$ cat src/rtl/bit_scan_encoder_if.sv
// Handshake bundle for bit_scan_encoder: word input stream and per-bit index output stream.
// The optional out_count signal exists only when BIT_SCAN_POPCOUNT_EN is defined.
interface bit_scan_encoder_if #(
    parameter int WIDTH = 16
);
    localparam int IDX_W = $clog2(WIDTH);
    localparam int CNT_W = $clog2(WIDTH + 1);

    logic             in_valid;
    logic             in_ready;
    logic [WIDTH-1:0] in_word;
    logic             in_msb_first;
    logic             out_valid;
    logic             out_ready;
    logic [IDX_W-1:0] out_index;
    logic             out_last;
    logic             out_empty;
`ifdef BIT_SCAN_POPCOUNT_EN
    logic [CNT_W-1:0] out_count;
`endif

    modport master (
        output in_valid, in_word, in_msb_first, out_ready,
`ifdef BIT_SCAN_POPCOUNT_EN
        input  out_count,
`endif
        input  in_ready, out_valid, out_index, out_last, out_empty
    );

    modport slave (
        input  in_valid, in_word, in_msb_first, out_ready,
`ifdef BIT_SCAN_POPCOUNT_EN
        output out_count,
`endif
        output in_ready, out_valid, out_index, out_last, out_empty
    );
endinterface

$ cat src/rtl/bit_scan_encoder.sv
// Streaming bit-scan encoder: accepts a word, then emits one beat per set bit (LSB- or MSB-first).
// Optional popcount output enabled by defining BIT_SCAN_POPCOUNT_EN.
module bit_scan_encoder #(
    parameter int WIDTH = 16
) (
    input  logic                clk,
    input  logic                rst,
    input  logic                clk_en,
    bit_scan_encoder_if.slave   bus
);
    localparam int IDX_W = $clog2(WIDTH);

    typedef enum logic [1:0] {
        IDLE  = 2'd0,
        SCAN  = 2'd1,
        EMPTY = 2'd2
    } state_t;

    state_t           state, next_state;
    logic [WIDTH-1:0] residual, next_residual;
    logic             msb_first, next_msb_first;
    logic [IDX_W-1:0] scan_idx;
    logic             one_left;
    logic             in_fire, out_fire;

    // The last match in each loop wins, so the forward loop finds the highest bit.
    always_comb begin
        scan_idx = '0;
        if (msb_first) begin
            for (int i = 0; i < WIDTH; i++) begin
                if (residual[i]) scan_idx = IDX_W'(i);
            end
        end else begin
            for (int i = WIDTH - 1; i >= 0; i--) begin
                if (residual[i]) scan_idx = IDX_W'(i);
            end
        end
    end

    assign one_left = (residual != '0) && ((residual & (residual - WIDTH'(1))) == '0);

    assign bus.in_ready  = (state == IDLE) && clk_en;
    assign bus.out_valid = (state != IDLE) && clk_en;
    assign bus.out_index = (state == SCAN) ? scan_idx : '0;
    assign bus.out_last  = ((state == SCAN) && one_left) || (state == EMPTY);
    assign bus.out_empty = (state == EMPTY);

    assign in_fire  = bus.in_valid && bus.in_ready;
    assign out_fire = bus.out_valid && bus.out_ready;

    always_comb begin
        next_state     = state;
        next_residual  = residual;
        next_msb_first = msb_first;
        case (state)
            IDLE: begin
                if (in_fire) begin
                    next_residual  = bus.in_word;
                    next_msb_first = bus.in_msb_first;
                    next_state     = (bus.in_word != '0) ? SCAN : EMPTY;
                end
            end
            SCAN: begin
                if (out_fire) begin
                    next_residual = residual & ~(WIDTH'(1) << scan_idx);
                    if (one_left) next_state = IDLE;
                end
            end
            EMPTY: begin
                if (out_fire) next_state = IDLE;
            end
            default: next_state = IDLE;
        endcase
    end

    always_ff @(posedge clk or posedge rst) begin
        if (rst) begin
            state     <= IDLE;
            residual  <= '0;
            msb_first <= 1'b0;
        end else if (clk_en) begin
            state     <= next_state;
            residual  <= next_residual;
            msb_first <= next_msb_first;
        end
    end

`ifdef BIT_SCAN_POPCOUNT_EN
    localparam int CNT_W = $clog2(WIDTH + 1);

    logic [CNT_W-1:0] count;

    // A zero word captures a count of 0, which is what EMPTY beats must report.
    always_ff @(posedge clk or posedge rst) begin
        if (rst) begin
            count <= '0;
        end else if (clk_en && in_fire) begin
            count <= CNT_W'($countones(bus.in_word));
        end
    end

    assign bus.out_count = (state == SCAN) ? count : '0;
`endif
endmodule

$ cat src/flat_wrapper.sv
// flat-port wrapper written by rule: the top's interface ports become plain ports
module bit_scan_encoder_flat 
#(
    parameter int WIDTH = 16
)
  (clk, rst, clk_en, bus_in_valid, bus_in_word, bus_in_msb_first, bus_out_ready, bus_in_ready, bus_out_valid, bus_out_index, bus_out_last, bus_out_empty);
  bit_scan_encoder_if #(.WIDTH(WIDTH)) bus_i ();
  input  logic clk;
  input  logic rst;
  input  logic clk_en;
  input wire logic [$bits(bus_i.in_valid)-1:0] bus_in_valid;
  input wire logic [$bits(bus_i.in_word)-1:0] bus_in_word;
  input wire logic [$bits(bus_i.in_msb_first)-1:0] bus_in_msb_first;
  input wire logic [$bits(bus_i.out_ready)-1:0] bus_out_ready;
  output wire logic [$bits(bus_i.in_ready)-1:0] bus_in_ready;
  output wire logic [$bits(bus_i.out_valid)-1:0] bus_out_valid;
  output wire logic [$bits(bus_i.out_index)-1:0] bus_out_index;
  output wire logic [$bits(bus_i.out_last)-1:0] bus_out_last;
  output wire logic [$bits(bus_i.out_empty)-1:0] bus_out_empty;
  assign bus_i.in_valid = bus_in_valid;
  assign bus_i.in_word = bus_in_word;
  assign bus_i.in_msb_first = bus_in_msb_first;
  assign bus_i.out_ready = bus_out_ready;
  assign bus_in_ready = bus_i.in_ready;
  assign bus_out_valid = bus_i.out_valid;
  assign bus_out_index = bus_i.out_index;
  assign bus_out_last = bus_i.out_last;
  assign bus_out_empty = bus_i.out_empty;
  bit_scan_encoder #(.WIDTH(WIDTH)) u_core (.clk(clk), .rst(rst), .clk_en(clk_en), .bus(bus_i));
endmodule
$ cat config.mk
export PLATFORM = sky130hd
export DESIGN_NAME = bit_scan_encoder_flat
export DESIGN_NICKNAME = d
export VERILOG_FILES = /design/src/rtl/bit_scan_encoder_if.sv /design/src/rtl/bit_scan_encoder.sv /design/src/flat_wrapper.sv
export SDC_FILE = /design/constraint.sdc
export NUM_CORES = 1
export LEC_CHECK = 0
export CAP_MARGIN = 10
export CORE_MARGIN = 2
export CORE_UTILIZATION = 35
export CTS_CLUSTER_SIZE = 28
export DETAILED_ROUTE_END_ITERATION = 7
export RECOVER_POWER = 50
export SLEW_MARGIN = 25
export SYNTH_ARGS = -nofsm -noshare
export SYNTH_HDL_FRONTEND = slang
export SYNTH_SLANG_ARGS = --single-unit
$ cat constraint.sdc
create_clock -name clk -period 3.24 [get_ports clk]
set_input_delay 0.648 -clock clk [delete_from_list [all_inputs] [get_ports clk]]
set_output_delay 0.648 -clock clk [all_outputs]
set_load 0.05 [all_outputs]
Word-level counts from Yosys, hierarchy flattened
Index checks and enable logic that the tools add are counted.

storage, ports and cells
  output and inout port bits = 8
  bits in registers = 19
  word-level logic and storage cells = 72

cells by class
  multiplexer cells = 42
  bitwise logic cells = 3
  eq/ne operators = 6
  reduce and logical (&&, ||, !) cells = 16
  shifts and indexed selects = 1
  add/sub/neg operators = 1

operator list
  kind                                                                   count
  4-bit two-way mux                                                      26
  16-bit bitwise AND                                                     2
  16-bit two-way mux                                                     2
  16-bit case mux with 2 select lines                                    1
  16-bit nonzero test                                                    2
  16-bit logical NOT                                                     1
  16-bit NOT                                                             1
  1-bit by 4-bit left shift with 16-bit output (first input constant)    1
  16-bit by 1-bit subtractor with 16-bit output (second input constant)  1
  2-bit two-way mux                                                      7
  3-bit two-way mux                                                      4
  2-bit by 1-bit != test with 1-bit output (second input constant)       4
  1-bit logical AND                                                      6
  2-bit case mux with 3 select lines                                     1
  5-bit AND reduction                                                    1
  4-bit AND reduction                                                    1
  2-bit nonzero test                                                     2
  3-bit AND reduction                                                    1
  2-bit by 1-bit == test with 1-bit output (second input constant)       1
  2-bit == test (second input constant)                                  1
  2-bit logical NOT                                                      1
  1-bit logical OR                                                       1
  1-bit two-way mux                                                      1

Logic depth before layout (Yosys ltp)
Gate-level depths: netlist (run 1).

  depth in word-level cells = 22
  mapped depth = 8

Worst setup path before layout (run 1)
No wires, ideal clock.

  kind = reg2out
  from = register u_core.residual[6]
  to = output port bus_out_last
  cell stages (with the launch flop) = 8
  required time = 2.592 ns
  path slack = 0.050 ns
  buffers on the path = 1
  arrival time = 2.542 ns
  cells stage by stage = dfrtp_1 buf_6 or4_4 o41ai_2 o211ai_1 nor4_1 nand2_1 o21bai_1

on the way
  word-level cells in the longest chain between the ends = 6
  elaborated cells between the ends (all ways) = 7
  classes of those cells = 1 x add/sub; 1 x bitwise; 5 x reduce/logical

ends and longest elaborated chain
  what                                           line                    source
  from (decl)                                    bit_scan_encoder.sv:20  logic [WIDTH-1:0] residual, next_residual;
  from (signal assigned)                         bit_scan_encoder.sv:83  residual <= next_residual;
  16-bit by 1-bit subtractor with 16-bit output  bit_scan_encoder.sv:40  assign one_left = (residual != '0) && ((residual & (residual - WIDTH'(1))) == '0);
  16-bit bitwise AND                             bit_scan_encoder.sv:40
  16-bit logical NOT                             bit_scan_encoder.sv:40
  1-bit logical AND *                            bit_scan_encoder.sv:40
  1-bit logical AND *                            bit_scan_encoder.sv:45  assign bus.out_last = ((state == SCAN) && one_left) || (state == EMPTY);
  1-bit logical OR *                             bit_scan_encoder.sv:45
  to (decl)                                      flat_wrapper.sv:18      output wire logic [$bits(bus_i.out_last)-1:0] bus_out_last;

Every way passes the cells marked *; elsewhere a longest branch is shown, timed or not.

Worst setup path in the final report (run 1)
  from = register u_core.residual[0]
  to = output port bus_out_last

Same word-level chain as after synthesis.

==> metrics.txt, run 1 <==
status completed; average cell area after synthesis 7.85 um2; Cell Chain, Critical Path or4_4, o41ai_2, o211ai_1, nor4_2, nand2_1, o21bai_2, buf_12; DRC Markers 0; Metal-1 WL 2250 um; io pins 30; highest routed layer met4; Non-Filler Instances 276; CTS tree built; CP Launch Type register; gp weighted congestion 0.855; synthesized instance count 194; CP max stage delay 0.62 ns; max-cap violations 0; Core Region 4090 um2; Final HPWL DP 3580 um; Hold Violations, Final 0; Vias 1618; top achievable clock speed 324 MHz; clock root buffer clkbuf_8; clock skew 0.00383 ns; vias per cell 5.86; gr ovfl total 0; synth warn 0; Skew-Pair Late Insertion Delay 0.26 ns; num rows 23; Num CTS Buffers 3; actual slew at the worst max-slew pin 0.726 ns; Max clock buf depth 2; Clk pin slew, worst setup/hold paths 0.07 ns; first-pass GRT wire length 7980 um; DRT Pass-1 Iters 4; postcts setup bufs 0; Synth Cell Area 1520 um2; top_reg_cell synth dfrtp_1; utilization after layout 48.1%; die area 4890 um2; initial antenna violation count 0; Hold Buf Count CTS 0; Async S/R FF share, synth 100%; post-route ant nets 0; class of the worst hold path register to register; critical path arrival 2.44 ns; share of post-route cells with drive strength above 1 13.3%; number of synthesized flops with an enable pin 0; area growth from synthesis to layout 29.2%; setup TNS 0 ns; fin crit share 95.2%; # port buffers 29; WS Path Type register to output port; # H-tree levels 1; slowest CP cell or4_4; Die X 70.0 um; Cells after DPL 272; DRT iter0 DRCs 165; largest net degree at the start of global routing 20; FF+latch count, synth 19; Resize count post-CTS 1; Antenna Cells 0; Yosys cell types 51; CP Capture Type output port; Nets 249; Mapped Nets 216; wire length on met2 2060 um; max-slew violation count 0; drt total wl 4550 um; Initial Util 37.3%; relative slew slack 51.5%; CP Data Required Time 2.59 ns; Die Span Y 70.0 um; post-synthesis sequential area ratio 31.2%; GRT Total Usage 20.1%; vias in the first global route 1562; Final setup viols 0; drt wl/cell 16.5 um; CTS sink count 19; CP max FO 9; met3 wire length 157 um; Final min period 3.08 ns
-- sequential cells by signal, indices dropped and copies added (netlist names) --
name and flops:
u_core.msb_first 1, u_core.residual 16, u_core.state 2
-- synthesized netlist by cell type (2+ instances only) --
cell type | count | area [um2]
a2111oi_0 | 2 | 17.5
a21oi_1 | 11 | 55.1
a221oi_1 | 4 | 35.0
a32oi_1 | 2 | 17.5
and4b_1 | 2 | 20.0
buf_2 | 4 | 20.0
clkbuf_1 | 8 | 30.0
clkbuf_2 | 2 | 10.0
dfrtp_1 | 19 | 475
inv_1 | 7 | 26.3
mux2i_1 | 6 | 60.1
nand2_1 | 20 | 75.1
nand2b_1 | 3 | 18.8
nand3_1 | 2 | 10.0
nor2_1 | 27 | 101
nor2b_1 | 5 | 31.3
nor3_1 | 3 | 15.0
nor3b_1 | 3 | 22.5
nor4_1 | 9 | 56.3
o211ai_1 | 2 | 15.0
o21ai_0 | 10 | 50.1
o221ai_1 | 2 | 17.5
o22ai_1 | 3 | 18.8
o31a_1 | 2 | 17.5
o31ai_1 | 3 | 22.5
o41ai_1 | 7 | 61.3
or4_1 | 2 | 15.0
-- stage by stage --
step                instance area, um2  setup slack [ns]  hold WS, ns
floorplan                         1520            0.0497        0.513
global placement                  1910             0.257        0.563
detailed placement                1910             0.234        0.584
CTS                               1960            0.0679        0.595
global route                      1970           -0.0426        0.631
finish                            1970             0.157        0.596
-- cell usage in the layout (no fill, tap or decap), types with 2 or more instances in the layout --
cell,Yosys,final
nor3_1,3,3
dlygate4sd3_1,0,2
o221ai_1,2,2
o31ai_1,3,3
o211ai_1,2,2
o21ai_0,10,10
inv_1,7,7
nand2b_1,3,3
a21oi_1,11,11
clkdlybuf4s50_1,0,22
clkbuf_1,8,3
nor4_1,9,7
nor2_1,27,27
nand3_1,2,2
nor3b_1,3,3
nand2_1,20,20
clkbuf_8,0,3
a2111oi_0,2,2
buf_4,0,16
mux2i_1,6,6
o41ai_1,7,7
a221oi_1,4,4
o31a_1,2,2
nor4_2,0,2
dfrtp_1,19,19
nor2b_1,5,5
o22ai_1,3,3
and4b_1,2,2
or4_4,1,2
a32oi_1,2,2
-- logic make-up (layout without fill, tap and decap cells) --
kind of cell	Yosys count	after routing	synth area share, %
simple gates	88	88	30.6
compound gates	58	58	27.2
flops	19	19	31.2
buf+inv	22	54	6.41
mux	6	6	3.94
fa+ha+maj	1	1	0.657
-- critical path, delay by kind of cell (launching register included) --
kind | cells | cell delay (ns)
AOI/OAI and AO/OA | 3 | 0.54
buffers and inverters | 1 | 0.16
DFF | 1 | 0.42
and+or+nand+nor | 3 | 1.06
-- worst paths after layout --
path,depth (start not counted),start,slack [ns],endpoint
worst max register to register,7,u_core.residual[5],0.61,u_core.residual[2]
worst max-delay path,7,u_core.residual[0],0.16,bus_out_last
worst min-delay path,1,u_core.state[1],0.60,u_core.state[0]
min in group asynchronous,2,rst,0.94,u_core.msb_first
max in group asynchronous,2,rst,1.84,u_core.residual[15]
worst min register to register,1,u_core.state[1],0.60,u_core.state[0]
-- routing by layer --
layer  vias up  track usage (%)
met5         -                0
met4         0             5.34
met1       770             29.6
li1        794                -
met3         9             2.02
met2        45             31.2
-- area by class of cell --
cell class,instances,area (um2)
Inverter,7,26.3
Tap cell,50,62.6
Timing Repair Buffer,43,388
Clock buffer,4,45.0
Fill cell,416,2120
Multi-Input combinational cell,153,970
Sequential cell,19,475
Power of run 1 is not shown: default switching activity piles up to over one toggle a cycle in this logic, so the estimate is an artifact.
==> inputs of run 2 (changes only) <==
CAP_MARGIN = default   (was 10)
HOLD_SLACK_MARGIN = 0.06   (was default)
==> results of run 2 <==
Final layout, timing and power as in run 1 (identical DEF).
Power of run 2 is left out for the same reason.
==> inputs of run 3 (changes only) <==
GPL_TIMING_DRIVEN = 0   (was default)
==> run 3 against run 2 <==
Setup slack got worse by 0.14 ns; clock skew is 0.0016 ns lower; cell area grew 1.6%; worst hold slack lost 0.029 ns; global-route usage shrank 1.7 points; final cell count grew 2.5%; non-clock buffer count increased by 7; via count grew 1.5%; routed wire length is 1.0% lower; die area unchanged; fmax down 4.3%; clock-buffer cell count did not move.
==> metrics.txt, run 3 (same netlist as run 1, synthesis figures left out) <==
status completed; commonest non-fill, non-tap cell in the layout nor2_1; most frequent cells in the layout nor2_1 (27), clkdlybuf4s50_1 (22), nand2_1 (20); area growth from synthesis to layout 31.2%; die area 4890 um2 (unchanged); max FFs per register 16 (unchanged); GRT met3 Usage 1.73% (-0.29 points); Final setup viols 0 (unchanged); Biggest register u_core.residual; vias per cell 5.80 (-1.0%); Filler cells 400 (-3.8%); met2 GRT Util 29.1% (-2.1 points); unrepaired setup endpoints after global routing true; Vias 1642 (+1.5%); met1 GRT Util 26.9% (-2.7 points); DRT iter0 DRCs 160 (-3.0%); GRT Total Usage 18.4% (-1.7 points); Initial Util 37.3% (unchanged); multi-input logic area 990 um2 (+2.1%); clock root buffer clkbuf_8; Die Span Y 70.0 um (unchanged); Max clock buf depth 2 (unchanged); max-cap violations 0 (unchanged); actual slew at the worst max-slew pin 0.759 ns (+0.0326 ns); CP max stage delay 0.53 ns (-0.09 ns); num rows 23 (unchanged); max-slew violation count 0 (unchanged); Hold Violations, Final 0 (unchanged); WS Path Type register to output port; Skew-Pair Late Insertion Delay 0.26 ns (about the same); WHS 0.567 ns (-0.0294 ns); CP Data Required Time 2.59 ns (about the same); Clk pin slew, worst setup/hold paths 0.07 ns (about the same); gr ovfl total 0 (unchanged); DRC Markers 0 (unchanged); design area 2000 um2 (+1.6%); initial antenna violation count 0 (unchanged); clock skew 0.00227 ns (-0.00156 ns); Antenna Cells 0 (unchanged); top achievable clock speed 311 MHz (-4.3%); Hold Buf Count CTS 0 (unchanged); Cell Chain, Critical Path or4_4, buf_6, o41ai_4, o211ai_1, nor4_2, nand2_1, o21bai_1, buf_4; drt total wl 4500 um (-1.0%); slowest CP cell or4_4; delay-heaviest family, CP simple AND/OR/NAND/NOR gates; CTS tree built; Placed Area 1880 um2 (-1.8%); CTS sink count 19 (unchanged); Final min period 3.22 ns (+0.137 ns); flip-flop and latch area 480 um2 (+1.1%); buffers and inverters on the worst path 2 (+1); gp weighted congestion 0.865 (+1.2%); Die X 70.0 um (unchanged); Final HPWL DP 3390 um (-5.2%); Num CTS Buffers 3 (unchanged); critical path arrival 2.57 ns (+0.13 ns); share of post-route cells with drive strength above 1 15.5% (+2.2 points); drt wl/cell 15.9 um (-3.5%); fin crit share 99.4% (+4.2 points); # H-tree levels 1 (unchanged); DRT Pass-1 Iters 4 (unchanged); # port buffers 29 (unchanged); class of the worst hold path register to register; Most Used Layer, Global Route met2; Nets 256 (+2.8%); largest registers u_core.residual (16), u_core.state (2), u_core.msb_first (1); CP Launch Type register; relative slew slack 49.4% (-2.2 points); first-pass GRT wire length 7300 um (-8.5%); CP Capture Type output port; largest net degree at the start of global routing 20 (unchanged); vias in the first global route 1460 (-6.5%); post-route ant nets 0 (unchanged); io pins 30 (unchanged); Core Region 4090 um2 (unchanged); setup TNS 0 ns (unchanged); CP max FO 6 (-3)
[run 3: layout make-up]
class                      count  share of cell area (%)
multi-input combinational    153                    49.5
sequential                    19                    24.0
timing repair buffer          36                    16.0
buffer                        14                    3.69
tap                           50                    3.13
clock buffer                   4                    2.25
inverter                       7                    1.31
[run 3: through the flow]
stage               setup slack, ns  cells  util, %
finish                       0.0200    283     48.9
global route                 -0.114    283     48.9
CTS                         0.00774    277     47.0
detailed placement           -0.383    273     45.9
global placement             -0.360    273     45.9
floorplan                    0.0497    194        -
[run 3: metal layers]
| metal | up-vias | wire length [um] | part of all wire [%] |
|---|---|---|---|
| met1 | 763 | 2120 | 47 |
| met3 | 5 | 258 | 5.7 |
| met4 | 0 | 46 | 1.0 |
| met2 | 61 | 2080 | 46 |
| li1 | 813 | - | - |
| met5 | - | 0 | 0 |
[run 3: what timing repair did]
action | 4_1_cts | 5_1_grt
buffers inserted | 0 | 7
pin swaps | 0 | 4
resized for setup | 11 | 20
setup endpoints to repair | 5 | 5
[run 3: worst paths after layout]
| check | start | to | slack [ns] | cells past startpoint |
|---|---|---|---|---|
| worst max-delay path | u_core.residual[0] | bus_out_last | 0.02 | 8 |
| worst min-delay path | u_core.state[1] | u_core.state[0] | 0.57 | 1 |
| worst max register to register | u_core.residual[4] | u_core.residual[9] | 0.72 | 7 |
| worst min register to register | u_core.state[1] | u_core.state[0] | 0.57 | 1 |
| max in group asynchronous | rst | u_core.residual[10] | 1.76 | 2 |
| min in group asynchronous | rst | u_core.residual[3] | 0.96 | 2 |
Power of run 3 is left out for the same reason.
==> RTL change (flow settings as in run 3) <==
Re-encode `state_t` (3 states) as one-hot, 3 bits wide.
--- a/src/rtl/bit_scan_encoder.sv
+++ b/src/rtl/bit_scan_encoder.sv
@@ -12,6 +12,6 @@
 
-    typedef enum logic [1:0] {
-        IDLE  = 2'd0,
-        SCAN  = 2'd1,
-        EMPTY = 2'd2
+    typedef enum logic [2:0] {
+        IDLE  = 3'b001,
+        SCAN  = 3'b010,
+        EMPTY = 3'b100
     } state_t;
Check against the original RTL: no difference found for any inputs over 4 cycles, from zero or initial values and one cycle with rst high; so few cycles prove little.
==> RTL change against run 3 <==
- global-route usage increased by 1.1 points
- design area is 0.13% higher
- synthesized cell count is 1.5% lower
- synthesized area is 0.74% higher
- routed wire length down 1.2%
- worst setup slack better by 0.090 ns
- sequential cell count is 1 higher
- critical path type unchanged
- critical endpoint unchanged
==> RTL change: results (changes against run 3) <==
The run finished with clean final reports. Post-layout instance count excluding filler cells: 276 (was 283). The synthesized area per cell works out to 8.03 µm² (was 7.85 µm²). The minimum setup slack after placement is -0.446 ns (was -0.383 ns).

The final critical-path share of the clock period works out to 96.6% (was 99.4%). The number of cell instances on the worst register-to-register path was 6 (was 7); the relative area of non-clock buffer cells in the final design was 16.8% (was 19.7%). The end of the worst register-to-register path was u_core.residual[13] (was u_core.residual[9]). The routed wire length is 4.45 mm (was 4.50 mm). For the number of nets produced by synthesis, the log shows 213 (was 216). The cell count after placement came out at 272 (was 273). The clock-cell share of area is 2.75% (was 2.25%).

The hold path endpoint was u_core.state[0] (unchanged). Post-detailed-placement half-perimeter wirelength: 3.37 mm (was 3.39 mm). The run gives 444 (was 400) as the count of filler cells inserted in the layout. The run gives 0.00189 mm² (was 0.00188 mm²) as the cell area after placement. The final worst clock skew was 0.00307 ns (was 0.00227 ns); the via count of the first global-routing pass was 1529 (was 1460). First-pass GRT wire length: 7.75 mm (was 7.30 mm). The largest fanout on the critical path works out to 10 (was 6). The arrival time of data at the critical path endpoint was 2.48 ns (was 2.57 ns); the area occupied by registers was 504 µm² (was 480 µm²).

The reg-to-reg startpoint is u_core.state[0] (was u_core.residual[4]). The worst hold slack after final layout is 0.566 ns (was 0.567 ns), and the layout cell share with drive strength beyond 1 is 12.9% (was 15.5%). Top Registers: u_core.residual (16), u_core.state (3), u_core.msb_first (1) (was u_core.residual (16), u_core.state (2), u_core.msb_first (1)).

For the overall fraction of global-route tracks in use, the log shows 19.5% (was 18.4%). The multi-input combinational cell count is 152 (was 153), and the buffer count excluding the clock tree in the final layout is 37 (was 50). The launch instance of the worst min-delay path is u_core.state[0] (was u_core.state[1]).
[RTL change: metal layers]
layer / GRT usage (%) / part of all wire, % / up-vias
li1: - / - / 783
met5: 0 / 0 / -
met1: 28.3 / 47 / 769
met4: 5.77 / 1.6 / 0
met2: 31.0 / 47 / 47
met3: 1.44 / 4.1 / 6
[RTL change: logic make-up after synthesis]
family	after synthesis	synth area share, %
adder cells (fa/ha/maj)	2	1.31
AO/OA/AOI/OAI	63	24.6
buffers and inverters	19	5.63
flip-flops	20	32.7
multiplexers	16	10.4
AND/OR/NAND/NOR	71	25.3
[RTL change: worst max-delay path: stages (launching register included)]
cell	delay (ns)
dfrtp_1	0.37
buf_6	0.14
or4_4	0.53
nor3_2	0.16
a21o_1	0.10
o2111ai_1	0.15
or4_4	0.46
o21ai_2	0.14
buf_6	0.17
[RTL change: timing repair]
item	in CTS	in global routing
gates resized for setup	18	7
setup buffers	0	1
endpoints found under the setup margin	5	4
pin swaps	1	1
hold endpoints to repair	0	0
